## src/rtl/qr_cordic.sv

```systemverilog
// QR triangularisation of an 8x4 S4.8 matrix by folded CORDIC Givens rotations.
// Rows are loaded, rotated in place into R, then streamed out in input row order.
module qr_cordic #(
    parameter int unsigned DATA_LENGTH = 13,
    parameter int unsigned NUM_SIGN    = 2,
    parameter int unsigned ITER_IDX    = 3
) (
    input  logic                     clk,
    input  logic                     rst_n,
    input  logic                     valid,
    input  logic [4*DATA_LENGTH-1:0] in,
    output logic                     out_vallid,
    output logic [4*DATA_LENGTH-1:0] out
);
    localparam int unsigned IW    = DATA_LENGTH + 2;
    localparam int unsigned NSTEP = (2 ** ITER_IDX) / NUM_SIGN;
    localparam int unsigned SW    = (NSTEP > 1) ? $clog2(NSTEP) : 1;

    typedef logic signed [IW-1:0] ival_t;
    typedef enum logic [2:0] {StIdle, StLoad, StRot, StScale, StOut} state_e;

    state_e                 state_q;
    logic [2:0]             row_q;
    logic [1:0]             col_q;
    logic [2:0]             pair_q;
    logic [SW-1:0]          step_q;
    ival_t                  wx_q [4];
    ival_t                  wy_q [4];
    logic [DATA_LENGTH-1:0] ram_q [8][4];

    logic [2:0]          pair_m1;
    logic                neg;
    logic                up;
    logic [ITER_IDX-1:0] sh;
    ival_t               rx [4];
    ival_t               ry [4];
    ival_t               sx [4];
    ival_t               sy [4];
    ival_t               tx;
    ival_t               ty;

    assign pair_m1 = pair_q - 3'd1;

    function automatic ival_t sext(logic [DATA_LENGTH-1:0] v);
        return {{(IW - DATA_LENGTH){v[DATA_LENGTH-1]}}, v};
    endfunction

    // Multiply by ~1/K, then clamp into the storage range.
    function automatic logic [DATA_LENGTH-1:0] scale_sat(ival_t v);
        ival_t                    s;
        logic [IW-DATA_LENGTH:0]  hi;
        s  = (v >>> 1) + (v >>> 3) - (v >>> 6) - (v >>> 9);
        hi = s[IW-1:DATA_LENGTH-1];
        if ((&hi) || !(|hi)) return s[DATA_LENGTH-1:0];
        if (s[IW-1])         return {1'b1, {(DATA_LENGTH - 1){1'b0}}};
        return {1'b0, {(DATA_LENGTH - 1){1'b1}}};
    endfunction

    // First ROT cycle reads the pair straight from the matrix, sign-normalised on the pivot.
    always_comb begin
        neg = ram_q[pair_m1][col_q][DATA_LENGTH-1];
        for (int c = 0; c < 4; c++) begin
            rx[c] = sext(ram_q[pair_m1][c]);
            ry[c] = sext(ram_q[pair_q][c]);
            if (neg) begin
                rx[c] = -rx[c];
                ry[c] = -ry[c];
            end
            sx[c] = (step_q == '0) ? rx[c] : wx_q[c];
            sy[c] = (step_q == '0) ? ry[c] : wy_q[c];
        end
        up = 1'b0;
        sh = '0;
        tx = '0;
        ty = '0;
        for (int s = 0; s < NUM_SIGN; s++) begin
            sh = ITER_IDX'(int'(step_q) * NUM_SIGN + s);
            up = ~sy[col_q][IW-1];
            for (int c = 0; c < 4; c++) begin
                tx    = sx[c];
                ty    = sy[c];
                sx[c] = up ? tx + (ty >>> sh) : tx - (ty >>> sh);
                sy[c] = up ? ty - (tx >>> sh) : ty + (tx >>> sh);
            end
        end
    end

    always_ff @(posedge clk) begin
        if ((state_q == StIdle || state_q == StLoad) && valid) begin
            for (int c = 0; c < 4; c++) begin
                ram_q[row_q][c] <= in[DATA_LENGTH*c +: DATA_LENGTH];
            end
        end else if (state_q == StScale) begin
            for (int c = 0; c < 4; c++) begin
                if (2'(c) >= col_q) begin
                    ram_q[pair_m1][c] <= scale_sat(wx_q[c]);
                    ram_q[pair_q][c]  <= (2'(c) == col_q) ? '0 : scale_sat(wy_q[c]);
                end
            end
        end
    end

    always_ff @(posedge clk or negedge rst_n) begin
        if (!rst_n) begin
            state_q    <= StIdle;
            row_q      <= '0;
            col_q      <= '0;
            pair_q     <= 3'd7;
            step_q     <= '0;
            out_vallid <= 1'b0;
            out        <= '0;
            for (int c = 0; c < 4; c++) begin
                wx_q[c] <= '0;
                wy_q[c] <= '0;
            end
        end else begin
            unique case (state_q)
                StIdle: begin
                    if (valid) begin
                        row_q   <= row_q + 3'd1;
                        state_q <= StLoad;
                    end
                end
                StLoad: begin
                    if (valid) begin
                        row_q <= row_q + 3'd1;
                        if (row_q == 3'd7) begin
                            state_q <= StRot;
                            col_q   <= '0;
                            pair_q  <= 3'd7;
                            step_q  <= '0;
                        end
                    end
                end
                StRot: begin
                    wx_q   <= sx;
                    wy_q   <= sy;
                    step_q <= step_q + 1'b1;
                    if (step_q == SW'(NSTEP - 1)) state_q <= StScale;
                end
                StScale: begin
                    step_q <= '0;
                    if (pair_q == {1'b0, col_q} + 3'd1) begin
                        if (col_q == 2'd3) begin
                            // Row 0 is untouched by the final rotation, so it can go out now.
                            state_q    <= StOut;
                            out_vallid <= 1'b1;
                            row_q      <= 3'd1;
                            for (int c = 0; c < 4; c++) begin
                                out[DATA_LENGTH*c +: DATA_LENGTH] <= ram_q[0][c];
                            end
                        end else begin
                            col_q   <= col_q + 2'd1;
                            pair_q  <= 3'd7;
                            state_q <= StRot;
                        end
                    end else begin
                        pair_q  <= pair_q - 3'd1;
                        state_q <= StRot;
                    end
                end
                StOut: begin
                    if (row_q == '0) begin
                        out_vallid <= 1'b0;
                        out        <= '0;
                        state_q    <= StIdle;
                    end else begin
                        row_q <= row_q + 3'd1;
                        for (int c = 0; c < 4; c++) begin
                            out[DATA_LENGTH*c +: DATA_LENGTH] <= ram_q[row_q][c];
                        end
                    end
                end
                default: state_q <= StIdle;
            endcase
        end
    end
endmodule

```

## config.mk

```make
export PLATFORM = sky130hd
export DESIGN_NAME = qr_cordic
export DESIGN_NICKNAME = d
export VERILOG_FILES = /design/src/rtl/qr_cordic.sv
export SDC_FILE = /design/constraint.sdc
export NUM_CORES = 2
export LEC_CHECK = 0
export CAP_MARGIN = 10
export CORE_MARGIN = 2
export CORE_UTILIZATION = 55
export DETAILED_ROUTE_END_ITERATION = 16
export PLACE_DENSITY = 0.79
export SLEW_MARGIN = 30
export SYNTH_ARGS = -nofsm -noshare
export SYNTH_HDL_FRONTEND = slang
export SYNTH_SLANG_ARGS = --single-unit
```

## constraint.sdc

```tcl
create_clock -name clk -period 17.8 [get_ports clk]
set_input_delay 2.67 -clock clk [delete_from_list [all_inputs] [get_ports clk]]
set_output_delay 2.67 -clock clk [all_outputs]
set_load 0.02 [all_outputs]
```

Yosys cells after proc, flatten, opt, wreduce, memory -nomap -nowiden
Memory sizes are Yosys's and may differ from the RTL's.
Index checks and enable logic that the tools add are counted.
{"block": "word_totals", "ff_bits": 186, "mem_bits_rw": 416, "wordCells": 407, "out_inout_bits": 53, "memories": 1}
{"block": "classes", "shifts": 16, "n_reduce_logical": 51, "eq_ne": 22, "n_bitwise": 1, "mux": 226, "add_sub_neg": 70, "magnitude_cmp": 5}
{"name": "ram_q", "words": 8, "word_bits": 52, "rd": 4, "rd_ports_with_merged_regs": 0, "wr": 2, "line": "29", "source": "logic [DATA_LENGTH-1:0] ram_q [8][4];"}
{"operator": "$mux 13", "n": 62}
{"operator": "$mux 15", "n": 36}
{"operator": "$add 15x15->15", "n": 16}
{"operator": "$sshr 15x3->15", "n": 16}
{"operator": "$sub 15x15->15", "n": 16}
{"operator": "$mux 52", "n": 4}
{"operator": "$add 14x12->15", "n": 8}
{"operator": "$neg 13->15", "n": 8}
{"operator": "$sub 15x6->15", "n": 8}
{"operator": "$sub 15x9->15", "n": 8}
{"operator": "$pmux 52 s2", "n": 1}
{"operator": "$mux 1", "n": 93}
{"operator": "$bmux 15 s2", "n": 2}
{"operator": "$reduce_or 52->1", "n": 1}
{"operator": "$mux 3", "n": 16}
{"operator": "$reduce_and 3->1", "n": 10}
{"operator": "$bmux 13 s2", "n": 1}
{"operator": "$reduce_or 3->1", "n": 8}
{"operator": "$pmux 3 s5", "n": 1}
{"operator": "$reduce_and 5->1", "n": 3}
{"operator": "$ne 2x2->1 const B", "n": 6}
{"operator": "$logic_or 1x1->1", "n": 9}
{"operator": "$pmux 3 s3", "n": 1}
{"operator": "$logic_not 1->1", "n": 8}
{"operator": "30 further kinds", "n": 49}

Logic depth before layout (Yosys ltp)
{"block": "depth", "depth_word": 20, "ltp_mapped": 71}

Worst setup path before layout
Ideal clock, no wire load.
{"block": "synth_timing", "path_type": "reg2reg", "startpoint": "register step_q[0]", "endpoint": "register wy_q[29] in the netlist's numbering", "path_stages_with_launch": 67, "setup_ps": 69, "path_slack_ps": 1407, "arrival_ps": 16324, "path_buffers": 27, "path_cell_list": "dfrtp_1 clkbuf_1 inv_1 clkbuf_1 buf_1 clkbuf_1 clkbuf_1 buf_1 buf_1 clkbuf_1 buf_1 clkbuf_1 clkbuf_1 clkbuf_1 buf_1 ha_1 clkbuf_1 clkbuf_1 [... 31 more ...] buf_1 nand2_1 xnor2_1 ha_1 nor2b_1 o21ai_0 nand2b_1 a31oi_1 o21bai_1 a21oi_1 o21ai_0 a21o_1 a21oi_1 nor2_1 o221a_1 a2111o_1 or4_1 nand3_1"}
{"block": "synth_between", "elab_chain_cells": 10, "elab_cells_between_ends": 40, "cone_classes": "13 x add/sub; 6 x shift; 20 x mux; 1 x reduce/logical"}
{"element": "from (decl)", "line": "26", "source": "logic [SW-1:0] step_q;"}
{"element": "from (signal assigned)", "line": "138", "source": "step_q <= step_q + 1'b1;"}
{"element": "parallel branches: the longest is 9 deep, another holds $add 15x15->15"}
{"element": "$mux 15 (*)", "line": "83", "source": "sy[c] = up ? ty - (tx >>> sh) : ty + (tx >>> sh);"}
{"element": "to (signal assigned)", "line": "137", "source": "wy_q <= sy;"}
{"element": "to (decl)", "line": "28", "source": "ival_t wy_q [4];"}
Mark *: on every way between the ends. The select of a mux whose other input is x is not followed.
A chain may end at the register's enable or synchronous reset.

Final worst setup path
{"block": "layout_timing", "startpoint": "register pair_q[0]", "endpoint": "register wy_q[29] in the netlist's numbering"}
{"block": "layout_between", "elab_chain_cells": 15, "elab_cells_between_ends": 59, "cone_classes": "21 x add/sub; 6 x shift; 31 x mux; 1 x memory"}
{"element": "from (decl)", "line": "25", "source": "logic [2:0] pair_q;"}
{"element": "from (signal assigned)", "line": "158", "source": "pair_q <= pair_q - 3'd1;"}
{"element": "$sub 3x1->3", "line": "42", "source": "assign pair_m1 = pair_q - 3'd1;"}
{"element": "$mem_v2 8x52 (*)"}
{"element": "parallel branches: the longest is 12 deep, another holds $neg 13->15"}
{"element": "$mux 15 (*)", "line": "83"}
Marks and branches as above.

==> key figures <==
Logic synthesis
  • Unique cell type count in the Yosys netlist: 121
  • Synth Warn #: 0
  • Count leader, synth: nand2_1
  • Largest area contributor in the netlist: edfxtp_1
  • Syn Area/Cell: 9.02 sq um
  • Post-synth EDFFs: 416
  • Synth top area cells: edfxtp_1, mux4_2, ha_1
  • Syn nets: 8662
  • Most frequent cells after synthesis: nand2_1, nor2_1, a21oi_1
  • Mapped Cells: 8048
  • Post-synth ARST share: 30.9%
  • Cell Area, Synth: 72600 sq um
  • FF+latch count, synth: 602
  • Ys flop type: edfxtp_1
  • Top-area cell type share of the netlist area: 17.2%
  • Seq/Total Area, Yosys: 23.6%

GRT
  • Gr usage total: 42.1%
  • Pin count of the biggest net entering global routing: 139
  • First-pass GRT wire length: 426000 microns
  • Congestion Overflow GR: 0
  • Initial antenna violation count: 6
  • Vias in the first global route: 66.3k

Routing
  • Drt drc: 0
  • ANT nets after route: 0
  • Vias per inst: 7.12
  • DR vias: 69.1k
  • Routed len/inst: 30.0 microns
  • DRT iter0 DRCs: 9578
  • WL final: 291000 microns
  • First-pass DRT Iterations: 7

Die
  • Die X: 367 microns
  • Initial Util: 55.3%
  • Core area: 131000 sq um
  • Die ar.: 135000 sq um
  • # IOs: 108
  • Die Y: 367 microns
  • Row count: 133

Worst setup path
  • Flop-to-flop setup slack: 2.69 ns
  • Slowest CP cell: dfstp_4
  • CP most frequent cell: o21ai_0
  • Crit path kind: flip-flop to flip-flop
  • Delay-heaviest family, CP: compound AO/OA/AOI/OAI gates
  • Worst Setup Start Kind: flip-flop
  • Crit-path max FO: 138
  • Arr. time, crit path: 15.75 ns
  • Worst Path Buf+Inv: 3
  • Biggest cell delay along the critical path: 1.08 ns
  • Crit path required time: 18.43 ns
  • Setup crit end kind: flip-flop

STA
  • Tcrit/Tclk final: 84.9%
  • Endpoints failing setup: 0
  • Final hold vios: 0
  • Setup tns final: 0 ns
  • Clock skew: 0.0373 ns
  • Worst-Margin Slew: 1.09 ns
  • RSZ-0062 raised after global routing: no
  • Min Tclk post-route: 15.11 ns
  • Slew headroom: 27.2%
  • Slew Viols, Final: 0
  • Max Freq: 0.0662 GHz

Final layout
  • Share of cells above drive strength 1: 11.6%
  • Filler cells: 11.2k
  • Area Growth Syn to Fin: 6.95%
  • Register Area: 17200 sq um
  • Fin nets: 8505
  • Area of the multi-input gates: 51800 sq um

Run status
  • Status: finished clean

Clock network
  • CTS buffer count: 73
  • Post_cts resized: 0
  • Clock Path Buffers: 3
  • H-tree lvl count: 3
  • Clk sink count: 602
  • Worst-Skew Late Latency: 0.71 ns
  • Clock transition at path regs: 0.07 ns
  • CTS tree: built
  • Hold buffers post-CTS: 0
  • Post-CTS Setup Bufs: 0
  • Root Driver: clkbuf_16

Hold path
  • Hold Path Class: flip-flop to flip-flop

Run
  • Max-cap violations: 0

Placed design
  • Number of port buffers: 107
  • Gpl congestion: 1.02
  • DP HPWL: 212000 microns
[cells in the final DEF, fill, tap and decap left out, types with 140 or more instances in the layout]
cell | netlist | layout
nand2_1 | 849 | 838
nor2_1 | 650 | 640
a21o_1 | 145 | 144
buf_4 | 33 | 140
ha_1 | 410 | 408
xnor2_1 | 406 | 404
fa_1 | 149 | 149
edfxtp_1 | 416 | 416
mux2_2 | 171 | 171
mux4_2 | 309 | 309
mux2i_1 | 391 | 389
o21ai_0 | 458 | 455
a21oi_1 | 528 | 526
inv_1 | 464 | 459
dfrtp_1 | 183 | 179
xor2_1 | 167 | 166
[cell type report]
cell class | instances | area share [%]
Antenna cell | 6 | 0.0193
Clock buffer | 101 | 2.65
Clock inverter | 34 | 0.580
Inverter | 466 | 2.27
Multi-Input combinational cell | 6497 | 66.7
Sequential cell | 602 | 22.1
Tap cell | 1755 | 2.83
Timing Repair Buffer | 251 | 2.81
[through the flow]
stage	std cells	setup WS [ns]	util [%]	instance area, sq um	hold slack [ns]
5_1_grt	9706	1.99	59.1	77600	0.501
3_3_place_gp	9568	3.41	57.1	75000	0.464
3_5_place_dp	9570	3.27	57.2	75000	0.471
2_1_floorplan	8048	1.41	-	72600	0.447
4_1_cts	9705	3.23	59.1	77600	0.488
6_report	9712	2.69	59.1	77600	0.488
[worst register-to-register path: cells and delay by family, from the launching register on]
family,cells,cell delay [ns]
buffers and inverters,3,1.99
multiplexers,2,1.30
AO/OA/AOI/OAI,21,5.72
XOR/XNOR,4,1.32
AND/OR/NAND/NOR,12,2.29
flip-flops,1,1.08
adder cells (fa/ha/maj),3,1.38
[path summary, 6_finish.rpt]
check / startpoint / to / cells after the start
max: pair_q[0] / wy_q[29] / 45
min: wy_q[0] / wy_q[0] / 2
max reg2reg: pair_q[0] / wy_q[29] / 45
min reg2reg: wy_q[0] / wy_q[0] / 2
max in group asynchronous: rst_n / step_q[1] / 2
min in group asynchronous: rst_n / out[14] / 1
[layer usage]
layer	global-route usage, %	up-vias	routed length (microns)
met5	0	-	12
met4	34.6	2	29500
met3	9.81	1336	34100
met2	66.1	5173	129000
met1	49.1	33100	98000
li1	-	29500	-
[cells by family after synthesis]
family                     synth area share (%)
adders and majority gates                  11.2
buffers and inverters                      5.38
muxes                                      17.7
and+or+nand+nor                            14.5
DFF                                        23.6
xor gates and xnor gates                   7.46
AOI/OAI and AO/OA                          20.1
[state kept, by name, indices dropped and copies added, names as in the netlist]
name and cells:
ram_q 416, step_q 2, out_vallid 1, col_q 2, out 52, wx_q 60
wy_q 60, row_q 3, state_q 3, pair_q 3
Power is not shown: default switching activity piles up to over one toggle a cycle in this logic, so the estimate is an artifact.
